`config.mk`:
```
export PLATFORM = sky130hd
export DESIGN_NAME = ping_pong_sched
export DESIGN_NICKNAME = d
export VERILOG_FILES = /design/src/rtl/ping_pong_sched.sv
export SDC_FILE = /design/constraint.sdc
export NUM_CORES = 1
export LEC_CHECK = 0
export ABC_AREA = 1
export CAP_MARGIN = 15
export CORE_MARGIN = 5
export CORE_UTILIZATION = 46
export CTS_CLUSTER_DIAMETER = 150
export DETAILED_ROUTE_END_ITERATION = 6
export PLACE_DENSITY = 0.8
export SLEW_MARGIN = 25
export SYNTH_ARGS = -nofsm -noshare
export SYNTH_HDL_FRONTEND = slang
export SYNTH_SLANG_ARGS = --single-unit
```
`constraint.sdc`:
```
create_clock -name clk -period 2.4 [get_ports clk]
set_input_delay 0.36 -clock clk [delete_from_list [all_inputs] [get_ports clk]]
set_output_delay 0.36 -clock clk [all_outputs]
set_load 0.02 [all_outputs]
```
`src/rtl/ping_pong_sched.sv`:
```
// Two-requester scheduler for a shared ping-pong counter: round-robin arbitration,
// bound validation, one-cycle load, and quantum-based preemption at the counter's lower bound.
module ping_pong_sched #(
    parameter int unsigned QUANTUM = 8
) (
    input  logic       clk,
    input  logic       rst,
    input  logic       req_a,
    input  logic       req_b,
    input  logic [3:0] cfg_max_a,
    input  logic [3:0] cfg_min_a,
    input  logic [3:0] cfg_max_b,
    input  logic [3:0] cfg_min_b,
    input  logic       flip_a,
    input  logic       flip_b,
    input  logic [3:0] cnt_out,
    output logic       gnt_a,
    output logic       gnt_b,
    output logic       err_a,
    output logic       err_b,
    output logic       busy,
    output logic       owner,
    output logic       cnt_rst_n,
    output logic       cnt_enable,
    output logic       cnt_flip,
    output logic [3:0] cnt_max,
    output logic [3:0] cnt_min
);

    // state | meaning
    // IDLE  | counter held in reset; arbitrate and validate the selected config
    // LOAD  | one cycle: bounds presented with counter still in reset, grant pulse
    // RUN   | counter enabled for the owner until release or preemption
    typedef enum logic [1:0] {
        S_IDLE = 2'd0,
        S_LOAD = 2'd1,
        S_RUN  = 2'd2
    } state_t;

    localparam logic [7:0] QLAST = 8'(QUANTUM - 1);

    state_t     state_q, state_d;
    logic       owner_q, owner_d;
    logic       last_owner_q, last_owner_d;
    logic [7:0] qcnt_q, qcnt_d;
    logic       gnt_a_q, gnt_a_d;
    logic       gnt_b_q, gnt_b_d;
    logic       err_a_q, err_a_d;
    logic       err_b_q, err_b_d;
    logic       busy_q, busy_d;
    logic       cnt_rst_n_q, cnt_rst_n_d;
    logic       cnt_enable_q, cnt_enable_d;
    logic       cnt_flip_q, cnt_flip_d;
    logic [3:0] cnt_max_q, cnt_max_d;
    logic [3:0] cnt_min_q, cnt_min_d;

    logic       sel;
    logic [3:0] sel_max;
    logic [3:0] sel_min;
    logic       own_req;
    logic       oth_req;
    logic       own_flip;
    logic       leave_run;

    always_ff @(posedge clk) begin
        state_q      <= state_d;
        owner_q      <= owner_d;
        last_owner_q <= last_owner_d;
        qcnt_q       <= qcnt_d;
        gnt_a_q      <= gnt_a_d;
        gnt_b_q      <= gnt_b_d;
        err_a_q      <= err_a_d;
        err_b_q      <= err_b_d;
        busy_q       <= busy_d;
        cnt_rst_n_q  <= cnt_rst_n_d;
        cnt_enable_q <= cnt_enable_d;
        cnt_flip_q   <= cnt_flip_d;
        cnt_max_q    <= cnt_max_d;
        cnt_min_q    <= cnt_min_d;
    end

    always_comb begin
        state_d      = state_q;
        owner_d      = owner_q;
        last_owner_d = last_owner_q;
        qcnt_d       = qcnt_q;
        gnt_a_d      = 1'b0;
        gnt_b_d      = 1'b0;
        err_a_d      = 1'b0;
        err_b_d      = 1'b0;
        cnt_flip_d   = 1'b0;
        cnt_max_d    = cnt_max_q;
        cnt_min_d    = cnt_min_q;

        // On a tie, the requester that did not go last wins.
        sel       = (req_a && req_b) ? ~last_owner_q : req_b;
        sel_max   = sel ? cfg_max_b : cfg_max_a;
        sel_min   = sel ? cfg_min_b : cfg_min_a;
        own_req   = owner_q ? req_b : req_a;
        oth_req   = owner_q ? req_a : req_b;
        own_flip  = owner_q ? flip_b : flip_a;
        leave_run = !own_req ||
                    ((qcnt_q == QLAST) && oth_req && (cnt_out == cnt_min_q));

        case (state_q)
            S_IDLE: begin
                if (req_a || req_b) begin
                    if (sel_max > sel_min) begin
                        state_d   = S_LOAD;
                        owner_d   = sel;
                        cnt_max_d = sel_max;
                        cnt_min_d = sel_min;
                        gnt_a_d   = !sel;
                        gnt_b_d   = sel;
                    end else begin
                        // Rejected requester counts as served so the other wins the next tie.
                        last_owner_d = sel;
                        err_a_d      = !sel;
                        err_b_d      = sel;
                    end
                end
            end
            S_LOAD: begin
                qcnt_d  = 8'd0;
                state_d = S_RUN;
            end
            S_RUN: begin
                qcnt_d = (qcnt_q == QLAST) ? qcnt_q : qcnt_q + 8'd1;
                if (leave_run) begin
                    state_d      = S_IDLE;
                    last_owner_d = owner_q;
                end else begin
                    cnt_flip_d = own_flip;
                end
            end
            default: begin
                state_d = S_IDLE;
            end
        endcase

        if (rst) begin
            state_d      = S_IDLE;
            owner_d      = 1'b0;
            last_owner_d = 1'b1;
            qcnt_d       = 8'd0;
            gnt_a_d      = 1'b0;
            gnt_b_d      = 1'b0;
            err_a_d      = 1'b0;
            err_b_d      = 1'b0;
            cnt_flip_d   = 1'b0;
            cnt_max_d    = 4'd0;
            cnt_min_d    = 4'd0;
        end

        // Status outputs follow the state being entered so they stay registered.
        busy_d       = (state_d != S_IDLE);
        cnt_rst_n_d  = (state_d == S_RUN);
        cnt_enable_d = (state_d == S_RUN);
    end

    assign gnt_a      = gnt_a_q;
    assign gnt_b      = gnt_b_q;
    assign err_a      = err_a_q;
    assign err_b      = err_b_q;
    assign busy       = busy_q;
    assign owner      = owner_q;
    assign cnt_rst_n  = cnt_rst_n_q;
    assign cnt_enable = cnt_enable_q;
    assign cnt_flip   = cnt_flip_q;
    assign cnt_max    = cnt_max_q;
    assign cnt_min    = cnt_min_q;

endmodule

```
Word level (Yosys, flattened, before mapping)
Cells that the tools add are included.
W data, S select, Z words.

word-level totals
  input bits = 26
  bits in writable memories = 0
  register bits = 27
  memories = 0
  bits in read-only memories = 0
  output and inout bits = 17
  logic and storage cells = 63
  bits in latches = 0

operators by class
  div/mod/pow operators = 0
  reductions and logical operators = 17
  multiply operators = 0
  add/sub/neg operators = 1
  multiplexer cells = 17
  eq/ne operators = 9
  order comparisons = 1
  shifts and indexed selects = 0
  bitwise gates (word level) = 5

operator list
  kind                   number
  $pmux W8 S2            1
  $add A8 B1 Y8 const B  1
  $eq A8 B3 Y1 const B   1
  $mux W2                4
  $mux W4                2
  $mux W8                1
  $ne A2 B2 Y1 const B   4
  $reduce_or A4 Y1       2
  $mux W1                7
  $pmux W2 S3            1
  $reduce_bool A2 Y1     3
  $not A1 Y1             5
  $eq A2 B2 Y1 const B   2
  $eq A4 B4 Y1           1
  $gt A4 B4 Y1           1
  $reduce_and A4 Y1      1
  $logic_and A1 B1 Y1    3
  $reduce_and A3 Y1      1
  $reduce_or A3 Y1       1
  $eq A2 B1 Y1 const B   1
  $logic_not A1 Y1       2
  $logic_not A2 Y1       1
  $logic_or A1 B1 Y1     2
  $pmux W1 S2            1
  $reduce_and A2 Y1      1

Longest topological paths before layout
Gate-level depths: netlist of run 1.

  word-level depth = 9
  gate-level depth with buffers = 16
  mapped depth without buffers = 16

Least setup slack after synthesis of run 1
No wires, ideal clock.

  path type = input -> register
  start = in req_a
  end = reg cnt_min_q[3], in the netlist cnt_min[3]
  cell stages on the path = 15
  slack = 0.432 ns
  data arrival time = 1.840 ns
  data required time = 2.273 ns
  path buffers = 1
  library setup time = 0.127 ns
  path through = nand2_1 -> nand2_1 -> buf_4 -> nand2_1 -> and2_1 -> inv_1 -> ha_1 -> nand2_1 -> inv_1 -> o21ai_0 -> nand2_1 -> nand3b_4 -> inv_2 -> nand2_2 -> o22ai_1

on the way
  word-level cells in the longest chain between the ends = 5
  elaborated cells between the ends (all ways) = 7
  those cells by class = 1 x order compare; 3 x mux; 3 x reduce/logical

RTL lines
  element                             line  RTL
  from (decl)                         8     input logic req_a,
  $logic_and A1 B1 Y1                 96    sel = (req_a && req_b) ? ~last_owner_q : req_b;
  $mux W1                             96
  $mux W4                             97    sel_max = sel ? cfg_max_b : cfg_max_a;
  via sel_max[3]                      58    logic [3:0] sel_max;
  $gt A4 B4 Y1                        108   if (sel_max > sel_min) begin
  $reduce_and A3 Y1 (no source line)  n/a
  to (signal assigned)                79    cnt_min_q <= cnt_min_d;
  to (decl)                           55    logic [3:0] cnt_min_q, cnt_min_d;

The timed path passes the listed nets, and every way through them passes these cells.
A chain may end at the register's enable or synchronous reset.

Worst setup path in the final report of run 1
  start = in req_a
  end = reg err_b_q, in the netlist err_b

on the way
  word-level cells in the longest chain between the ends = 5
  elaborated cells between the ends (all ways) = 8
  those cells by class = 1 x order compare; 3 x mux; 1 x bitwise; 3 x reduce/logical

RTL lines
  element                            line    RTL
  $logic_and A1 B1 Y1                96
  $mux W1                            96
  $mux W4 (on tied branches)         97, 98
  $gt A4 B4 Y1                       108
  $reduce_or A4 Y1 (no source line)  n/a
  to (signal assigned)               73      err_b_q <= err_b_d;
  to (decl)                          49      logic err_b_q, err_b_d;

Parallel ways exist; a longest one is shown, timed or not.

==> results of run 1 <==
[cell families after synthesis]
| logic type | after synthesis | synth area share, % |
|---|---|---|
| fa+ha+maj | 5 | 4.456 |
| buf+inv | 28 | 8.021 |
| simple gates | 100 | 32.71 |
| compound gates | 32 | 13.46 |
| flops | 27 | 38.50 |
| mux | 4 | 2.852 |
[routing by layer]
metal  up-vias  global-route usage [%]  wire length (um)
met5         -                       0                 0
met4         0                   6.995                60
met3         5                   2.222               155
met2        35                   29.08              1718
met1       652                   22.60              1640
li1        751                       -                 -
[state kept, by name, indices dropped and copies added, names as in the netlist, 2 cells and up]
| register | count |
|---|---|
| cnt_min | 4 |
| qcnt_q | 8 |
| state_q | 2 |
| cnt_max | 4 |
[cells in the mapped netlist]
| cell type | number | area share [%] |
|---|---|---|
| nand3_2 | 2 | 1.4 |
| nand4_1 | 2 | 0.89 |
| inv_2 | 1 | 0.27 |
| a32oi_1 | 1 | 0.62 |
| and2_1 | 1 | 0.45 |
| o21ai_2 | 1 | 0.62 |
| o21ai_1 | 3 | 1.1 |
| nand3_1 | 13 | 4.6 |
| dfxtp_1 | 27 | 39 |
| a31oi_1 | 1 | 0.45 |
| nor2_4 | 2 | 1.6 |
| a211o_1 | 1 | 0.62 |
| nand2_1 | 53 | 14 |
| or2_2 | 1 | 0.45 |
| nand3b_4 | 1 | 1.4 |
| ha_1 | 5 | 4.5 |
| clkbuf_1 | 2 | 0.53 |
| o21bai_4 | 1 | 1.3 |
| nor2_2 | 1 | 0.45 |
| o22ai_1 | 2 | 0.89 |
| mux2i_1 | 4 | 2.9 |
| nor4_1 | 1 | 0.45 |
| buf_4 | 2 | 1.1 |
| inv_1 | 23 | 6.1 |
| nor2_1 | 19 | 5.1 |
| nor3_1 | 1 | 0.36 |
| nand2_2 | 3 | 1.3 |
| o21ai_0 | 6 | 2.1 |
| a21oi_1 | 16 | 5.7 |
[path summary, 6_finish.rpt]
check        slack, ps                       from                      end
max                 80                      req_a         err_b$_SDFF_PP0_
max reg2reg        240  last_owner_q$_SDFFE_PP1P_         err_b$_SDFF_PP0_
min                490    cnt_max[2]$_SDFFE_PP0P_  cnt_max[2]$_SDFFE_PP0P_
min reg2reg        490    cnt_max[2]$_SDFFE_PP0P_  cnt_max[2]$_SDFFE_PP0P_
[metrics by stage]
step / total power, uW / hold WS [ps]
after CTS: 1223 / 490.3
after global routing: 1317 / 518.9
after detailed placement: 1032 / 462.2
after floorplan: 807.8 / 428.1
after global placement: 1026 / 467.5
final: 1239 / 490.0
[what timing repair did]
item,4_1_cts,5_1_grt
setup endpoints to repair,0,9
resized for setup,0,4
buffers inserted,0,1
[power breakdown]
group / internal (uW) / total, uW / switching, uW
sequential: 499 / 532 / 33.4
combinational: 246 / 510 / 264
clock: 65.1 / 197 / 131
total: 810 / 1240 / 429
[layout make-up]
class,count,area (um^2),share of cell area [%]
multi-input cells,141,767.0,38.17
repair buffers,58,544.3,27.09
flip-flops and latches,27,540.5,26.90
inverters,24,90.09,4.483
well taps,33,41.29,2.055
clock buffers,4,26.28,1.308
[worst min-delay path: cells and delay by family, from the launching register on]
family	cells	cell delay (ps)
AO/OA/AOI/OAI	1	60
AND/OR/NAND/NOR	1	60
flip-flops	1	340
[layout by cell type (no fill, tap or decap), types with 2 or more instances in the layout]
| cell type | netlist | layout |
|---|---|---|
| nand4_1 | 2 | 2 |
| mux2i_1 | 4 | 2 |
| ha_1 | 5 | 5 |
| nand3_1 | 13 | 13 |
| o21ai_1 | 3 | 3 |
| dfxtp_1 | 27 | 27 |
| nand2_2 | 3 | 3 |
| inv_1 | 23 | 23 |
| nand2_1 | 53 | 53 |
| clkdlybuf4s50_1 | 0 | 42 |
| nor2_1 | 19 | 19 |
| buf_4 | 2 | 15 |
| o22ai_1 | 2 | 2 |
| clkbuf_4 | 0 | 3 |
| nand3_2 | 2 | 2 |
| a21oi_1 | 16 | 16 |
| o21ai_0 | 6 | 6 |
| nor2_4 | 2 | 2 |
==> flow_summary.yaml, run 1 <==
critical_path:
  crit_top_cell: "nand2_1"
  crit_slowest_cell: "clkdlybuf4s50_1"
  path_max_fanout: 9
  cp-end-kind: "register"
  cp.depth: 13
  crit_arrival_ps: 2590
  cpLargestDelayFamily: "buffers and inverters"
  critPathBufInv: 4
  critical_path_class: "in -> reg"
  slowest_delay_ps: 500
  worst-r2r-cell-count: 12
  start_kind: "input pin"
  path_cells: "clkdlybuf4s50_1 -> nand2_1 -> nand2_1 -> buf_6 -> mux2i_2 -> ha_1 -> nand2_1 -> inv_1 -> o21ai_0 -> nand2_1 -> buf_4 -> a211o_1 -> nor2_1"
  cp.required_ps: 2680
timing:
  tightest_slew_ps: 403.4
  hold_viol: 0
  period_share_pct: 96.65
  slew_violations: 0
  worst_slack_ps: 80.30
  fin_skew_ps: 1.252
  setup_tns_ps: 0
  fmax_ghz: 0.4311
  relSlewSlack_pct: 73.07
  min_period_ps: 2320
  finalSetupViolCount: 0
detailed_routing:
  vias: 1443
  detail_route.wl_per_cell_um: 12.45
  drtAntennaViolNets: 0
  drcViolationCount: 0
  via_per_inst: 5.028
  dr.pass1.iters: 4
  drt-total-wl_mm: 3.574
  drt_iter0_drc: 62
finish:
  drive_above_1_share_pct: 13.39
  nets: 286
  final_area_mm2: 0.002009
  final_core_util_pct: 67.48
  syn2layout_area_growth_pct: 43.14
  fin_cells: 287
  antenna_cells: 0
  nFillCells: 247
place:
  dp_hpwl_mm: 2.765
  io_buffer_count: 42
  dp_slack_ps: -242.8
  placed_area_mm2: 0.001956
  place_congestion: 0.7999
  placed_cells: 282
synth:
  ys_seq_area_share_pct: 38.50
  synth.cell_area_mm2: 0.001404
  synthCells: 196
  syn_nets: 227
  synth-warning-count: 0
  synth-seq-cells: 27
  yosysUniqueCellTypes: 29
  synth.avg_cell_area_um2: 7.162
power_and_ir_drop:
  ir_drop_v: 0.0003169
  power_density_mw_per_mm2: 616.5
  p_leak_uw: 0.0008881
global_routing:
  grt_max_degree: 15
  grt_pass1_vias: 1302
  antenna_found_initial: 0
  grt_pass1_wl_mm: 5.871
  track_usage_pct: 17.40
  gr-total-overflow: 0
floorplan:
  pin_count: 43
  start_util_pct: 47.14
  core-area_mm2: 0.002978
  dieArea_mm2: 0.004257
  die_w_um: 65.25
  rows: 20
  die_h_um: 65.25
clocking:
  cts_tree: "yes"
  clkLatencyLatePin_ps: 320
  clock-root-buffer: "clkbuf_4"
  htreeDepth: 1
  cts.sinks: 27
  cts_made_buffers: 3
  cts.path.max_buffers: 2
  path_clk_slew_ps: 140
  hold_buffers: 0
hold_path:
  min_path_cells: 2
  hold_class: "reg -> reg"
job:
  max-cap-violations: 0
outcome:
  status: "completed"
No activity file was read; power rests on OpenSTA's default activity.
==> inputs of run 2 (changes only) <==
CAP_MARGIN = 20   (was 15)
==> results of run 2 <==
Same layout as run 1: the final DEF is identical, and so are final timing and power.
